File: config.mk
export PLATFORM = sky130hd
export DESIGN_NAME = tanh_job_issuer
export DESIGN_NICKNAME = d
export VERILOG_FILES = /design/src/rtl/tanh_job_issuer_pkg.sv /design/src/rtl/tanh_issuer_fifo.sv /design/src/rtl/tanh_job_issuer.sv
export SDC_FILE = /design/constraint.sdc
export NUM_CORES = 1
export LEC_CHECK = 0
export CAP_MARGIN = 25
export CORE_ASPECT_RATIO = 0.75
export CORE_UTILIZATION = 42
export CTS_CLUSTER_SIZE = 28
export DETAILED_ROUTE_END_ITERATION = 10
export DONT_BUFFER_PORTS = 1
export GPL_ROUTABILITY_DRIVEN = 0
export MAX_ROUTING_LAYER = met4
export SYNTH_ARGS = -nofsm -noshare
export SYNTH_HDL_FRONTEND = slang
export SYNTH_HIERARCHICAL = 1
export SYNTH_SLANG_ARGS = --single-unit
File: constraint.sdc
create_clock -name clk -period 3 [get_ports clk]
set_input_delay 0.15 -clock clk [delete_from_list [all_inputs] [get_ports clk]]
set_output_delay 0.15 -clock clk [all_outputs]
set_load 0.02 [all_outputs]
File: src/rtl/tanh_job_issuer_pkg.sv
// rtl/tanh_job_issuer_pkg.sv - shared widths, FSM state enum and timeout sentinel for the tanh job issuer
package tanh_job_issuer_pkg;

  localparam int XW = 17;
  localparam int RW = 32;

  localparam logic [RW-1:0] TIMEOUT_RESULT = 32'hFFFF_FFFF;

  typedef enum logic [1:0] {
    ST_IDLE  = 2'd0,
    ST_START = 2'd1,
    ST_WAIT  = 2'd2,
    ST_HOLD  = 2'd3
  } issuer_state_e;

endpackage

File: src/rtl/tanh_issuer_fifo.sv
// rtl/tanh_issuer_fifo.sv - operand FIFO; pointers carry one extra bit so full and empty differ
module tanh_issuer_fifo
  import tanh_job_issuer_pkg::*;
#(
  parameter int DEPTH = 4
) (
  input  logic          clk,
  input  logic          rst,
  input  logic          push,
  input  logic [XW-1:0] push_data,
  input  logic          pop,
  output logic [XW-1:0] pop_data,
  output logic          full,
  output logic          empty
);

  localparam int AW = $clog2(DEPTH);

  logic [AW:0]   wr_ptr_q, wr_ptr_d;
  logic [AW:0]   rd_ptr_q, rd_ptr_d;
  logic [XW-1:0] mem_q [DEPTH];
  logic [XW-1:0] mem_d [DEPTH];

  always_ff @(posedge clk or posedge rst) begin
    if (rst) begin
      wr_ptr_q <= '0;
      rd_ptr_q <= '0;
      for (int i = 0; i < DEPTH; i++) begin
        mem_q[i] <= '0;
      end
    end else begin
      wr_ptr_q <= wr_ptr_d;
      rd_ptr_q <= rd_ptr_d;
      mem_q    <= mem_d;
    end
  end

  always_comb begin
    mem_d    = mem_q;
    wr_ptr_d = wr_ptr_q;
    rd_ptr_d = rd_ptr_q;
    if (push && !full) begin
      mem_d[wr_ptr_q[AW-1:0]] = push_data;
      wr_ptr_d                = wr_ptr_q + (AW + 1)'(1);
    end
    if (pop && !empty) begin
      rd_ptr_d = rd_ptr_q + (AW + 1)'(1);
    end
  end

  // Same low bits: equal wrap bits means empty, differing wrap bits means full.
  always_comb begin
    empty    = (wr_ptr_q == rd_ptr_q);
    full     = (wr_ptr_q[AW] != rd_ptr_q[AW]) &&
               (wr_ptr_q[AW-1:0] == rd_ptr_q[AW-1:0]);
    pop_data = mem_q[rd_ptr_q[AW-1:0]];
  end

endmodule

File: src/rtl/tanh_job_issuer.sv
// rtl/tanh_job_issuer.sv - queues x operands and issues them one at a time to a tanh core
// Optional WAIT watchdog and sticky timeout_err port: define TANH_ISSUER_TIMEOUT_EN.
module tanh_job_issuer
  import tanh_job_issuer_pkg::*;
#(
  parameter int DEPTH          = 4,
  parameter int TIMEOUT_CYCLES = 64
) (
  input  logic          clk,
  input  logic          rst,
  input  logic          in_valid,
  output logic          in_ready,
  input  logic [XW-1:0] in_data,
  output logic          core_start,
  output logic [XW-1:0] core_data_x,
  input  logic          core_done,
  input  logic [RW-1:0] core_result,
  output logic          out_valid,
  input  logic          out_ready,
  output logic [RW-1:0] out_data,
`ifdef TANH_ISSUER_TIMEOUT_EN
  output logic          timeout_err,
`endif
  output logic          busy
);

  if ((DEPTH < 2) || ((DEPTH & (DEPTH - 1)) != 0) || (TIMEOUT_CYCLES < 1)) begin : g_bad_params
    $error("tanh_job_issuer: DEPTH must be a power of two >= 2 and TIMEOUT_CYCLES >= 1");
  end

  issuer_state_e state_q, state_d;
  logic [XW-1:0] core_x_q, core_x_d;
  logic          out_valid_q, out_valid_d;
  logic [RW-1:0] out_data_q, out_data_d;

  logic          fifo_push;
  logic          fifo_pop;
  logic [XW-1:0] fifo_pop_data;
  logic          fifo_full;
  logic          fifo_empty;
  logic          wait_timeout;

  tanh_issuer_fifo #(
    .DEPTH (DEPTH)
  ) u_fifo (
    .clk       (clk),
    .rst       (rst),
    .push      (fifo_push),
    .push_data (in_data),
    .pop       (fifo_pop),
    .pop_data  (fifo_pop_data),
    .full      (fifo_full),
    .empty     (fifo_empty)
  );

  assign fifo_push = in_valid && !fifo_full;
  assign fifo_pop  = (state_q == ST_IDLE) && !fifo_empty && !out_valid_q;

`ifdef TANH_ISSUER_TIMEOUT_EN
  localparam int WDW = $clog2(TIMEOUT_CYCLES + 1);

  logic [WDW-1:0] wdog_q, wdog_d;
  logic           timeout_err_q, timeout_err_d;

  // Counter restarts on every WAIT entry since it idles at zero elsewhere.
  always_comb begin
    wait_timeout  = (state_q == ST_WAIT) && !core_done &&
                    (wdog_q == WDW'(TIMEOUT_CYCLES - 1));
    wdog_d        = (state_q == ST_WAIT) ? wdog_q + WDW'(1) : '0;
    timeout_err_d = timeout_err_q || wait_timeout;
  end

  always_ff @(posedge clk or posedge rst) begin
    if (rst) begin
      wdog_q        <= '0;
      timeout_err_q <= 1'b0;
    end else begin
      wdog_q        <= wdog_d;
      timeout_err_q <= timeout_err_d;
    end
  end

  assign timeout_err = timeout_err_q;
`else
  assign wait_timeout = 1'b0;
`endif

  always_ff @(posedge clk or posedge rst) begin
    if (rst) begin
      state_q     <= ST_IDLE;
      core_x_q    <= '0;
      out_valid_q <= 1'b0;
      out_data_q  <= '0;
    end else begin
      state_q     <= state_d;
      core_x_q    <= core_x_d;
      out_valid_q <= out_valid_d;
      out_data_q  <= out_data_d;
    end
  end

  always_comb begin
    state_d = state_q;
    case (state_q)
      ST_IDLE:  if (fifo_pop) state_d = ST_START;
      ST_START: state_d = ST_WAIT;
      ST_WAIT:  if (core_done || wait_timeout) state_d = ST_HOLD;
      ST_HOLD:  if (out_ready) state_d = ST_IDLE;
      default:  state_d = ST_IDLE;
    endcase
  end

  // core_done only matters in WAIT; strays elsewhere fall through untouched.
  always_comb begin
    core_x_d    = core_x_q;
    out_valid_d = out_valid_q;
    out_data_d  = out_data_q;
    if (fifo_pop) begin
      core_x_d = fifo_pop_data;
    end
    if (state_q == ST_WAIT) begin
      if (core_done) begin
        out_data_d  = core_result;
        out_valid_d = 1'b1;
      end else if (wait_timeout) begin
        out_data_d  = TIMEOUT_RESULT;
        out_valid_d = 1'b1;
      end
    end
    if ((state_q == ST_HOLD) && out_ready) begin
      out_valid_d = 1'b0;
    end
  end

  always_comb begin
    in_ready    = !fifo_full;
    core_start  = (state_q == ST_START);
    core_data_x = core_x_q;
    out_valid   = out_valid_q;
    out_data    = out_data_q;
    busy        = (state_q != ST_IDLE) || !fifo_empty;
  end

endmodule
==> impl_metrics.json <==
{
  "status": "finished clean",
  "async_flop_share_pct": 100,
  "ys_ff_latch": 126,
  "endpoint_kind": "flop",
  "synth.distinct_cells": 29,
  "cp_top_family": "compound AO/OA/AOI/OAI gates",
  "fin_skew_ps": 10.5,
  "worstPathRequired_ps": 3280,
  "crit_type": "flop to flop",
  "grt.busiest_layer": "met2",
  "ant_nets": 0,
  "routed_wl_um": 11300,
  "rrSetupSlack_ps": 430,
  "tritoncts": "done",
  "cts_made_buffers": 17,
  "rr_worst_depth": 6,
  "powerDensity_mw_per_mm2": 1250,
  "path_cells": "xor2_1 -> nor2_1 -> nor2b_1 -> nand2_1 -> a31oi_4 -> mux2_2",
  "rsz0062_at_grt": "false",
  "dieArea_mm2": 0.0141,
  "fmax_mhz": 390,
  "grt_use_met3_pct": 5.51,
  "power_leakage_nw": 3.03,
  "setup_viol": 0,
  "drtIter0Drc": 81,
  "design_area_mm2": 0.00706,
  "placed_cells": 505,
  "ys_top_cells_by_area": "dfrtp_1 55%, mux2_2 14%, mux2_4 13%, mux4_2 6.7%, ha_1 2.2%",
  "viasPerCell": 5.20,
  "grt_pass1_vias": 3319,
  "drv_slew": 0,
  "wire_per_inst_um": 19.2,
  "clock_latency_ps": 400,
  "clockBufferDepth": 2,
  "grt_max_degree": 41,
  "die_height_um": 103,
  "antennaDiodeCount": 0,
  "grt_pass1_wl_um": 17600,
  "drv_cap": 0,
  "cts_root_buf": "clkbuf_16",
  "worstMarginPinSlew_ps": 856,
  "post-route-period-util_pct": 85.5,
  "r2r_end": "u_fifo/mem_q[63]",
  "period_minus_slack_ps": 2570,
  "setup.worst_path.start_class": "flop",
  "crit_fanout": 17,
  "cts_resized": 0,
  "rows": 36,
  "final_nets": 469,
  "antenna_found_initial": 0,
  "die_x_um": 137,
  "hold_path.class": "primary input to flop",
  "clock_sinks": 126,
  "use_met2_pct": 26.9,
  "synthesis.nets": 401,
  "critPathMaxStageDelay_ps": 700,
  "holdPathStages": 2,
  "synth.most_common_cell": "dfrtp_1",
  "synth_top_area_share_pct": 55.2,
  "tns_ps": 0,
  "syn2layout_area_growth_pct": 23.4,
  "vias": 3054,
  "syn_inst": 337,
  "drive_above_1_share_pct": 44.7,
  "core_area_mm2": 0.0132,
  "synthTopCellsByCount": "126 x dfrtp_1, 72 x mux2_2, 48 x mux2_4",
  "first_pass_iters": 4,
  "crit_buf_inv": 0,
  "clk_pin_slew_worst_paths_ps": 50,
  "hold_path_end": "state_q[0]",
  "irDropWorstVdd_mv": 0.580,
  "syn-cell-area_mm2": 0.00572,
  "placed_area_mm2": 0.00594,
  "use_met1_pct": 22.2,
  "yosysSeqAreaShare_pct": 55.2,
  "track_usage_pct": 17.6,
  "r2r_start": "u_fifo/wr_ptr_q[0]",
  "cpMaxStageDelayCell": "a31oi_4",
  "io_buffers": 0,
  "syn_area_per_cell_um2": 17.0,
  "slew_headroom_pct": 43.0,
  "route.detailed.drc": 0,
  "ys_warn_count": 6,
  "yosys.area.top_type": "dfrtp_1",
  "worstSetupStartpoint": "u_fifo/wr_ptr_q[0]",
  "min-delay-start": "out_ready",
  "hold_viol_final": 0,
  "cts.htree.levels": 4,
  "cp_data_arrival_time_ps": 2850,
  "synth_top_flop_cell": "dfrtp_1",
  "initial_core_util_pct": 43.5,
  "overflow": 0,
  "nFillCells": 1039,
  "synth-edff-count": 0,
  "fin_cells": 587,
  "hpwl_um": 7090,
  "ios": 107
}
stage by stage:
stage | power, mW | utilization, % | hold slack, ps | setup WS [ps]
global route | 9.32 | 53.6 | 97.0 | 264
detailed placement | 6.70 | 45.1 | 19.6 | 440
global placement | 6.61 | 45.0 | 247 | 528
finish | 8.81 | 53.6 | 89.9 | 434
CTS | 8.90 | 53.6 | 69.7 | 428
floorplan | 6.08 | - | 240 | 760
state kept, by name, summed over array words and instances, names as in the netlist:
register,flops
u_fifo/mem_q,68
out_data,32
core_data_x,17
u_fifo/rd_ptr_q,3
u_fifo/wr_ptr_q,3
state_q,2
out_valid,1
cell families (layout without fill, tap and decap cells):
| kind of cell | after synthesis | after routing | share of synthesized area, % |
|---|---|---|---|
| AOI/OAI and AO/OA | 15 | 15 | 2.85 |
| xor gates and xnor gates | 8 | 8 | 1.82 |
| adders and majority gates | 10 | 10 | 2.19 |
| buffers and inverters | 25 | 104 | 3.04 |
| DFF | 126 | 126 | 55.2 |
| muxes | 138 | 138 | 33.7 |
| and+or+nand+nor | 15 | 15 | 1.27 |
metal layers:
layer  wire length [um]  part of all wire, %
met4                116                  1.0
met5                  0                    0
met3                833                  7.4
met1               5240                   47
met2               5080                   45
worst max-delay path by stage:
stage                       end  depth (start not counted)
6_report       u_fifo/mem_q[63]                          6
5_1_grt        u_fifo/mem_q[63]                          6
4_1_cts        u_fifo/mem_q[60]                          6
3_5_place_dp   u_fifo/mem_q[60]                          7
3_3_place_gp   u_fifo/mem_q[60]                          7
2_1_floorplan   u_fifo/mem_q[1]                          9
layout make-up:
cell class	instances	area, um^2	area share (%)
Clock buffer	24	492	6.97
Clock inverter	6	108	1.53
Multi-Input combinational cell	186	2390	33.9
Sequential cell	126	3150	44.7
Tap cell	171	214	3.03
Timing Repair Buffer	63	653	9.26
Inverter	11	41.3	0.585
power by group:
group / internal (mW) / switching (mW) / total, mW / leakage (nW)
sequential: 2.59 / 0.996 / 3.59 / 1.50
combinational: 1.88 / 1.26 / 3.15 / 1.24
clock: 1.38 / 0.698 / 2.08 / 0.292
what timing repair did:
| item | CTS | global route |
|---|---|---|
| setup buffers | 0 | 0 |
| endpoints found under the hold margin | 190 | 0 |
| hold buffers | 52 | 0 |
cells in the final DEF (no fill, tap or decap), types with 3 or more instances in the layout:
cell type      netlist  final
a31oi_4              4      4
buf_12               1      4
buf_4                0      7
bufinv_16            0      3
clkbuf_1             0      3
clkbuf_16            0     17
clkbuf_8             0      4
dfrtp_1            126    126
dlygate4sd3_1        0     52
ha_1                10     10
inv_1               11      9
mux2_2              72     72
mux2_4              48     48
mux4_2              17     17
nand2_1              7      7
nor2_1               3      3
xor2_1               3      3
Note: power is estimated with default switching activity, not from simulation.
